File: src/rtl/trigger_engine.sv
// Acquisition trigger: edge/level crossing detect with hysteresis, glitch
// confirmation, holdoff and single/normal/auto modes; latches crossing address.
module trigger_engine #(
  parameter int DATA_WIDTH = 16,
  parameter int ADDR_WIDTH = 32,
  parameter int CONF_WIDTH = 8,
  parameter int TMO_WIDTH  = 24
) (
  input  logic                  clk,
  input  logic                  rst,
  input  logic                  in_valid,
  input  logic [DATA_WIDTH-1:0] in_data,
  input  logic [ADDR_WIDTH-1:0] in_addr,
  input  logic                  arm,
  input  logic                  disarm,
  input  logic [DATA_WIDTH-1:0] cfg_level,
  input  logic [DATA_WIDTH-1:0] cfg_hyst,
  input  logic [1:0]            cfg_edge,
  input  logic                  cfg_signed,
  input  logic [1:0]            cfg_mode,
  input  logic [CONF_WIDTH-1:0] cfg_confirm,
  input  logic [CONF_WIDTH-1:0] cfg_holdoff,
  input  logic [TMO_WIDTH-1:0]  cfg_timeout,
  output logic                  trig_pulse,
  output logic [ADDR_WIDTH-1:0] trig_addr,
  output logic                  trig_forced,
  output logic [15:0]           trig_count,
  output logic [2:0]            state,
  output logic                  armed
);

  // state    | meaning
  // IDLE     | inactive, waiting for arm
  // ARMING   | waiting for a sample on the pre-crossing side
  // READY    | waiting for a sample on the post-crossing side
  // CONFIRM  | counting post/band samples before accepting the crossing
  // TRIG     | one-cycle trigger strobe
  // HOLDOFF  | ignoring valid samples after a trigger
  typedef enum logic [2:0] {
    S_IDLE    = 3'd0,
    S_ARMING  = 3'd1,
    S_READY   = 3'd2,
    S_CONFIRM = 3'd3,
    S_TRIG    = 3'd4,
    S_HOLDOFF = 3'd5
  } state_t;

  localparam logic [CONF_WIDTH-1:0] CONF_ONE = 1;
  localparam logic [TMO_WIDTH-1:0]  TMO_ONE  = 1;

  state_t                  state_q, state_n;
  logic [DATA_WIDTH-1:0]   level_s, hyst_s;
  logic [1:0]              edge_s, mode_s;
  logic                    signed_s;
  logic [CONF_WIDTH-1:0]   confirm_s, holdoff_s;
  logic [TMO_WIDTH-1:0]    timeout_s;

  logic                    s1_valid;
  logic [DATA_WIDTH-1:0]   s1_data;
  logic [ADDR_WIDTH-1:0]   s1_addr;

  logic [CONF_WIDTH-1:0]   cnt_q, cnt_n;
  logic [TMO_WIDTH-1:0]    tmo_q, tmo_n;
  logic [ADDR_WIDTH-1:0]   cand_q, cand_n;
  logic                    pre_below_q, pre_below_n;
  logic                    go_trig, forced_n;
  logic [ADDR_WIDTH-1:0]   trig_addr_n;

  logic [DATA_WIDTH-1:0]   sign_mask, hi, lo;
  logic                    above, below, pre_hit, post_hit;
  logic                    edge_either, mode_single, mode_auto;
  logic                    tmo_hit, holdoff_done;

  always_ff @(posedge clk) begin
    if (rst) begin
      level_s   <= '0;
      hyst_s    <= '0;
      edge_s    <= '0;
      mode_s    <= '0;
      signed_s  <= 1'b0;
      confirm_s <= '0;
      holdoff_s <= '0;
      timeout_s <= '0;
    end else if (arm && !disarm) begin
      level_s   <= cfg_level;
      hyst_s    <= cfg_hyst;
      edge_s    <= cfg_edge;
      mode_s    <= cfg_mode;
      signed_s  <= cfg_signed;
      confirm_s <= cfg_confirm;
      holdoff_s <= cfg_holdoff;
      timeout_s <= cfg_timeout;
    end
  end

  // Flipping the MSB turns two's complement into offset binary so all
  // threshold compares can be unsigned.
  assign sign_mask = {signed_s, {(DATA_WIDTH-1){1'b0}}};

  always_ff @(posedge clk) begin
    if (rst) begin
      s1_valid <= 1'b0;
      s1_data  <= '0;
      s1_addr  <= '0;
    end else begin
      s1_valid <= in_valid;
      if (in_valid) begin
        s1_data <= in_data ^ sign_mask;
        s1_addr <= in_addr;
      end
    end
  end

  assign hi          = level_s ^ sign_mask;
  assign lo          = (hi >= hyst_s) ? (hi - hyst_s) : '0;
  assign above       = s1_valid && (s1_data >= hi);
  assign below       = s1_valid && (s1_data < lo);
  assign pre_hit     = pre_below_q ? below : above;
  assign post_hit    = pre_below_q ? above : below;
  assign edge_either = (edge_s == 2'b10);
  assign mode_single = (mode_s == 2'b00);
  assign mode_auto   = (mode_s == 2'b10);
  // Fires on the cycle the timer would reach cfg_timeout, so TRIG follows
  // exactly cfg_timeout clocks spent in ARMING/READY.
  assign tmo_hit      = mode_auto && (timeout_s != '0) && ((tmo_q + TMO_ONE) == timeout_s);
  assign holdoff_done = (holdoff_s == '0) || (s1_valid && ((cnt_q + CONF_ONE) == holdoff_s));

  always_ff @(posedge clk) begin
    if (rst) begin
      state_q     <= S_IDLE;
      cnt_q       <= '0;
      tmo_q       <= '0;
      cand_q      <= '0;
      pre_below_q <= 1'b1;
    end else begin
      state_q     <= state_n;
      cnt_q       <= cnt_n;
      tmo_q       <= tmo_n;
      cand_q      <= cand_n;
      pre_below_q <= pre_below_n;
    end
  end

  always_comb begin
    state_n     = state_q;
    cnt_n       = cnt_q;
    tmo_n       = tmo_q;
    cand_n      = cand_q;
    pre_below_n = pre_below_q;
    go_trig     = 1'b0;
    forced_n    = 1'b0;
    trig_addr_n = cand_q;
    case (state_q)
      S_ARMING: begin
        if (tmo_hit) begin
          state_n     = S_TRIG;
          go_trig     = 1'b1;
          forced_n    = 1'b1;
          trig_addr_n = s1_addr;
          tmo_n       = '0;
        end else begin
          tmo_n = tmo_q + TMO_ONE;
          if (edge_either && (above || below)) begin
            pre_below_n = below;
            state_n     = S_READY;
          end else if (!edge_either && pre_hit) begin
            state_n = S_READY;
          end
        end
      end
      S_READY: begin
        if (post_hit) begin
          cand_n = s1_addr;
          tmo_n  = '0;
          if (confirm_s == '0) begin
            state_n     = S_TRIG;
            go_trig     = 1'b1;
            trig_addr_n = s1_addr;
          end else begin
            state_n = S_CONFIRM;
            cnt_n   = '0;
          end
        end else if (tmo_hit) begin
          state_n     = S_TRIG;
          go_trig     = 1'b1;
          forced_n    = 1'b1;
          trig_addr_n = s1_addr;
          tmo_n       = '0;
        end else begin
          tmo_n = tmo_q + TMO_ONE;
        end
      end
      S_CONFIRM: begin
        if (pre_hit) begin
          state_n = S_READY;
          cnt_n   = '0;
        end else if (s1_valid) begin
          if ((cnt_q + CONF_ONE) == confirm_s) begin
            state_n     = S_TRIG;
            go_trig     = 1'b1;
            trig_addr_n = cand_q;
          end else begin
            cnt_n = cnt_q + CONF_ONE;
          end
        end
      end
      S_TRIG: begin
        state_n = S_HOLDOFF;
        cnt_n   = '0;
        tmo_n   = '0;
      end
      S_HOLDOFF: begin
        if (holdoff_done) begin
          state_n = mode_single ? S_IDLE : S_ARMING;
          cnt_n   = '0;
          tmo_n   = '0;
        end else if (s1_valid) begin
          cnt_n = cnt_q + CONF_ONE;
        end
      end
      default: state_n = S_IDLE;
    endcase

    if (disarm) begin
      state_n = S_IDLE;
      cnt_n   = '0;
      tmo_n   = '0;
      go_trig = 1'b0;
    end else if (arm) begin
      state_n     = S_ARMING;
      cnt_n       = '0;
      tmo_n       = '0;
      pre_below_n = (cfg_edge != 2'b01);
      go_trig     = 1'b0;
    end
  end

  always_ff @(posedge clk) begin
    if (rst) begin
      trig_pulse  <= 1'b0;
      trig_addr   <= '0;
      trig_forced <= 1'b0;
      trig_count  <= '0;
    end else begin
      trig_pulse <= go_trig;
      if (go_trig) begin
        trig_addr   <= trig_addr_n;
        trig_forced <= forced_n;
        trig_count  <= trig_count + 16'd1;
      end
    end
  end

  assign state = state_q;
  assign armed = (state_q == S_ARMING) || (state_q == S_READY) || (state_q == S_CONFIRM);

endmodule
File: config.mk
export PLATFORM = sky130hd
export DESIGN_NAME = trigger_engine
export DESIGN_NICKNAME = d
export VERILOG_FILES = /design/src/rtl/trigger_engine.sv
export SDC_FILE = /design/constraint.sdc
export NUM_CORES = 1
export LEC_CHECK = 0
export ABC_AREA = 1
export CAP_MARGIN = 40
export CORE_MARGIN = 5
export CORE_UTILIZATION = 25
export DETAILED_ROUTE_END_ITERATION = 10
export PLACE_DENSITY = 0.41
export SETUP_SLACK_MARGIN = 0.3
export SLEW_MARGIN = 20
export SYNTH_ARGS = -nofsm -noshare
export SYNTH_HDL_FRONTEND = slang
export SYNTH_SLANG_ARGS = --single-unit
File: constraint.sdc
create_clock -name clk -period 9.9 [get_ports clk]
set_clock_uncertainty 0.2 [all_clocks]
set_input_delay 1.98 -clock clk [delete_from_list [all_inputs] [get_ports clk]]
set_output_delay 1.98 -clock clk [all_outputs]
set_load 0.01 [all_outputs]
# Word level (Yosys, flattened, before mapping)
# Index checks and enable logic that the tools add are counted.
[totals]
ram_bits = 0
input_bits = 130
register_bits = 244
mem_bits_ro = 0
latchBits = 0
mem_count = 0
[op_classes]
n_eq_ne = 25
n_mux = 48
div = 0
n_lt_le_gt_ge = 3
n_shift = 0
reduce_logical = 27
addsub = 4
mul = 0
bitwise_logic = 2
[ops]
columns = ["operator", "count"]
rows = [
  ["$mux 32", 3],
  ["$pmux 24 s4", 1],
  ["$mux 24", 3],
  ["$pmux 32 s2", 1],
  ["$mux 8", 7],
  ["$ge 16x16->1", 2],
  ["$pmux 8 s4", 1],
  ["$xor 16x16->16", 2],
  ["$mux 3", 10],
  ["$add 24x1->24 const B", 1],
  ["$eq 24x24->1", 1],
  ["$reduce_bool 24->1", 1],
  ["$mux 1", 18],
  ["$ne 3x3->1 const B", 6],
  ["$add 16x1->16 const B", 1],
  ["$eq 8x8->1", 2],
  ["$logic_not 8->1", 2],
  ["$lt 16x16->1", 1],
  ["$mux 16", 1],
  ["$ne 4x4->1 const B", 4],
  ["$sub 16x16->16", 1],
  ["$pmux 3 s5", 1],
  ["$reduce_and 5->1", 2],
  ["$add 8x1->8 const B", 1],
  ["other kinds (18)", 36],
]

# Depth between registers and ports, before layout
[logic_depth]
word_depth = 12
ltp_mapped = 35
ltp_nobuf = 34

# Worst setup path before layout
# No wires, ideal clock.
[synth_path]
path_type = "register to register"
start = "reg hyst_s[2]"
end = "reg trig_addr[10]"
slack_ns = 5.563
stages_incl_launch_ff = 36
required_ns = 9.587
arrival_ns = 4.024
synth_period_minus_slack_ns = 4.337
setup_time_ns = 0.113
n_path_buf = 1
path_cell_list = "dfxtp_1 -> inv_1 -> ha_1 -> nand2_1 -> nor2_1 -> a211oi_1 -> nor2_1 -> nor2_1 -> o21bai_1 -> nand2_1 -> nand2_1 -> a21oi_1 -> nor2_1 -> nor2_1 -> o21bai_1 -> nand2_1 -> nand2_1 -> a21oi_1 -> or2_2 -> nand3_1 -> ha_1 -> nand2_1 -> nor2_1 -> a211oi_1 -> nor2_1 -> nor4_1 -> nand3_1 -> nand3_1 -> nand3_1 -> nand2_4 -> nand2_4 -> nand2_4 -> nor2_8 -> buf_6 -> nand2_1 -> nand2_1"
[synth_via]
elab_chain_cells = 9
[synth_rtl]
columns = ["element", "line_no", "source"]
rows = [
  ["from (decl)", "52", "logic [DATA_WIDTH-1:0] level_s, hyst_s;"],
  ["from (signal assigned)", "86", "hyst_s <= cfg_hyst;"],
  ["$sub 16x16->16 / $ge 16x16->1 (equally long branches)", "115", "assign lo = (hi >= hyst_s) ? (hi - hyst_s) : '0;"],
  ["$mux 16 (*)", "115", ""],
  ["$lt 16x16->1 (*)", "117", "assign below = s1_valid && (s1_data < lo);"],
  ["$logic_and 1x1->1 (*)", "117", ""],
  ["$mux 1 (on tied branches)", "118, 119", ""],
  ["$mux 1 (on tied branches)", "194, 172", ""],
  ["$pmux 1 s3", "153", "case (state_q)"],
  ["$mux 1", "229", "end else if (arm) begin"],
  ["$mux 1", "224", "if (disarm) begin"],
  ["to (signal assigned)", "247", "trig_addr <= trig_addr_n;"],
  ["to (decl)", "25", "output logic [ADDR_WIDTH-1:0] trig_addr,"],
]
# Every way passes the cells marked *; elsewhere a longest branch is shown, timed or not.
# A chain may end at the register's enable or synchronous reset.

# Final worst setup path
[layout_path]
start = "reg hyst_s[2]"
end = "reg trig_addr[18]"
# The elaborated chain is that of the path after synthesis.

==> flow_metrics.py <==
metrics = {
    "pwr": {
        "cellLeakagePower_nw": 6.95,
        "power.ir.vdd_worst_v": 0.0000939,
        "pwr_density_cell_mw_per_mm2": 152,
    },
    "clock_tree": {
        "h_tree_level_count": 2,
        "cts-resized-gates": 0,
        "cts_num_sinks": 244,
        "hold_buffer_count_at_cts": 0,
        "clk_latency_ns": 0.55,
        "cts_setup_buffers": 0,
        "cts_buffers": 34,
        "cts_root_buffer": "sky130_fd_sc_hd__clkbuf_16",
        "clkTransAtPathRegs_ns": 0.06,
        "tritoncts_clock_tree": "built",
        "cts.path.max_buffers": 3,
    },
    "placed_design": {
        "portBuffers": 183,
        "detailedPlacementHpwl_mm": 34.0,
        "dpl-instance-area_sq_mm": 0.0161,
        "place.gp.congestion": 0.868,
        "dp_slack_ns": 3.84,
    },
    "synth": {
        "synth_edf_count": 0,
        "syn-mean-instance-area_sq_um": 6.67,
        "yosys_warnings": 0,
        "synth_largest_type_area_fraction": 0.357,
        "async_flop_share": 0,
        "synth.cell_area_sq_mm": 0.0137,
        "netlist-cell-type-count": 48,
        "sequential_area_share_after_synthesis": 0.357,
        "postSynthCellCount": 2048,
        "synthDominantAreaCellType": "sky130_fd_sc_hd__dfxtp_1",
        "synthTopCellsByArea": "sky130_fd_sc_hd__dfxtp_1 36%, sky130_fd_sc_hd__nand2_1 13%, sky130_fd_sc_hd__a21oi_1 6.6%",
        "syn-num-nets": 2229,
        "synth-seq-cells": 244,
        "synth_ff_type": "sky130_fd_sc_hd__dfxtp_1",
    },
    "route": {
        "avgRoutedWirePerCell_microns": 16.4,
        "total_via_count_after_detailed_routing": 13700,
        "drt_drc_violations_left": 0,
        "vias_per_cell": 4.72,
        "dr.pass1.iters": 5,
        "detailedRoute.firstIterationViolations": 841,
        "postRouteWirelength_mm": 47.7,
        "drtAntennaViolNets": 0,
    },
    "min_path": {
        "min_path_type": "reg2reg",
    },
    "sta": {
        "worst_pin_slew_ns": 0.758,
        "timing.final.crit_period_ns": 5.77,
        "report.final.slew_viol_count": 0,
        "finalSetupViolations": 0,
        "relSlewSlack": 0.493,
        "grt_setup_unrepaired": "no",
        "post-route-worst-setup-slack_ns": 4.13,
        "finalHoldViolCount": 0,
        "achievable-frequency_mhz": 173,
        "period_share": 0.583,
        "sum_of_negative_setup_slack_ns": 0,
    },
    "global_route": {
        "via_count_of_the_first_global_routing_pass": 13300,
        "grt_pass1_wl_mm": 75.0,
        "track_usage": 0.156,
        "gr_ovfl_total": 0,
        "grt_antenna_before_repair": 0,
        "grt_start_max_net_pins": 100,
    },
    "cells_and_area": {
        "fill_cells": 5888,
        "finalInstanceArea_sq_mm": 0.0173,
        "ant_diodes": 0,
        "most_common_library_cell_in_the_layout_ignoring_fill_and_taps": "sky130_fd_sc_hd__nand2_1",
        "seqCellArea_sq_mm": 0.00488,
        "final_nets": 2374,
        "drive_gt1_frac": 0.0574,
        "layout.cells.most_common_list": "483 x sky130_fd_sc_hd__nand2_1, 244 x sky130_fd_sc_hd__dfxtp_1, 202 x sky130_fd_sc_hd__inv_1, 202 x sky130_fd_sc_hd__nor2_1, 183 x sky130_fd_sc_hd__clkdlybuf4s50_1",
        "area.growth.synth_to_final_pct": 26.4,
        "multiInputGateArea_sq_mm": 0.00760,
    },
    "floorplan": {
        "floorplan.die_area_sq_mm": 0.0594,
        "floorplan.core_area_sq_mm": 0.0540,
        "die_w_microns": 244,
        "start_util": 0.253,
        "design.portCount": 184,
        "num_rows": 85,
        "die_h_microns": 244,
    },
    "worst_setup_path": {
        "timing.reg2reg.setup_slack_ns": 4.13,
        "critical_path.max_fanout": 37,
        "worst-endpoint-required_ns": 10.19,
        "path_class": "reg2reg",
        "most_used_cell_cp": "sky130_fd_sc_hd__nand2_1",
        "start_kind": "register",
        "worst_path_slowest_cell": "sky130_fd_sc_hd__nor2_8",
        "critical_path.max_stage_delay_ns": 0.58,
        "cp-end-kind": "register",
        "worstPathArrival_ns": 6.06,
    },
    "outcome": {
        "outcome": "complete, no violations",
    },
    "flow_run": {
        "cap_violations": 0,
    },
}
-- power by group --
group          switching (mW)  internal [mW]  leakage [nW]
Combinational           0.251          0.164          4.43
Clock                   0.486          0.686         0.519
Sequential             0.0245           1.02          1.99
Total                   0.761           1.87          6.95
-- final timing paths --
path         depth (start not counted)                   start                         end
max                                 34  hyst_s[2]$_SDFFE_PP0P_  trig_addr[18]$_SDFFE_PP0P_
min reg2reg                          2  hyst_s[3]$_SDFFE_PP0P_      hyst_s[3]$_SDFFE_PP0P_
max reg2reg                         34  hyst_s[2]$_SDFFE_PP0P_  trig_addr[18]$_SDFFE_PP0P_
min                                  2  hyst_s[3]$_SDFFE_PP0P_      hyst_s[3]$_SDFFE_PP0P_
-- layer usage --
layer,GRT usage,wire [microns],vias to the layer above
met3,0.0329,2230,48
met5,0,0,-
met1,0.213,23100,6321
li1,-,-,7087
met4,0.0377,871,0
met2,0.252,21600,270
-- kinds of logic after synthesis --
kind of cell / count (synthesis) / synth area share
AOI/OAI and AO/OA: 446 / 0.180
and+or+nand+nor: 987 / 0.316
adders and majority gates: 51 / 0.0472
DFF: 244 / 0.357
buffers and inverters: 300 / 0.0870
xor gates and xnor gates: 20 / 0.0128
-- through the flow --
stage	hold slack [ns]	instances	util	total power, mW
2_1_floorplan	0.230	2048	-	1.32
3_3_place_gp	0.242	2845	0.297	1.47
3_5_place_dp	0.253	2849	0.299	1.48
4_1_cts	0.264	2905	0.318	2.68
5_1_grt	0.292	2909	0.320	2.78
6_report	0.258	2909	0.320	2.63
-- layout make-up --
class	count	area share
inverter	208	0.0456
clock buffer	45	0.0557
clock inverter	11	0.00529
sequential	244	0.283
timing repair buffer	201	0.120
tap	696	0.0504
multi-input combinational	1504	0.440
-- sequential cells by signal, summed over array words and instances (netlist names), 24 cells and up --
signal and cells:
s1_addr 32, timeout_s 24, trig_addr 32, tmo_q 24
cand_q 32
-- critical path, delay by kind of cell (launching register included) --
family | cells | cell delay, ns
buffers and inverters | 1 | 0.05
and+or+nand+nor | 25 | 3.56
adders and majority gates | 2 | 0.63
DFF | 1 | 0.30
AOI/OAI and AO/OA | 6 | 0.95
-- synthesized netlist by cell type (all sizes together), types with 2 or more instances --
cell	number
nand4	35
nor3	19
o211ai	66
o21bai	6
and2	2
nor2	216
dfxtp	244
xnor2	8
a211oi	3
or2	14
xor2	12
nand2	497
buf	24
nand3	183
nand3b	8
clkinv	2
ha	50
clkbuf	68
nor4	7
a21oi	181
inv	206
o21ai	185
nor3b	3
a31oi	2
Note: power is estimated with default switching activity, not from simulation.
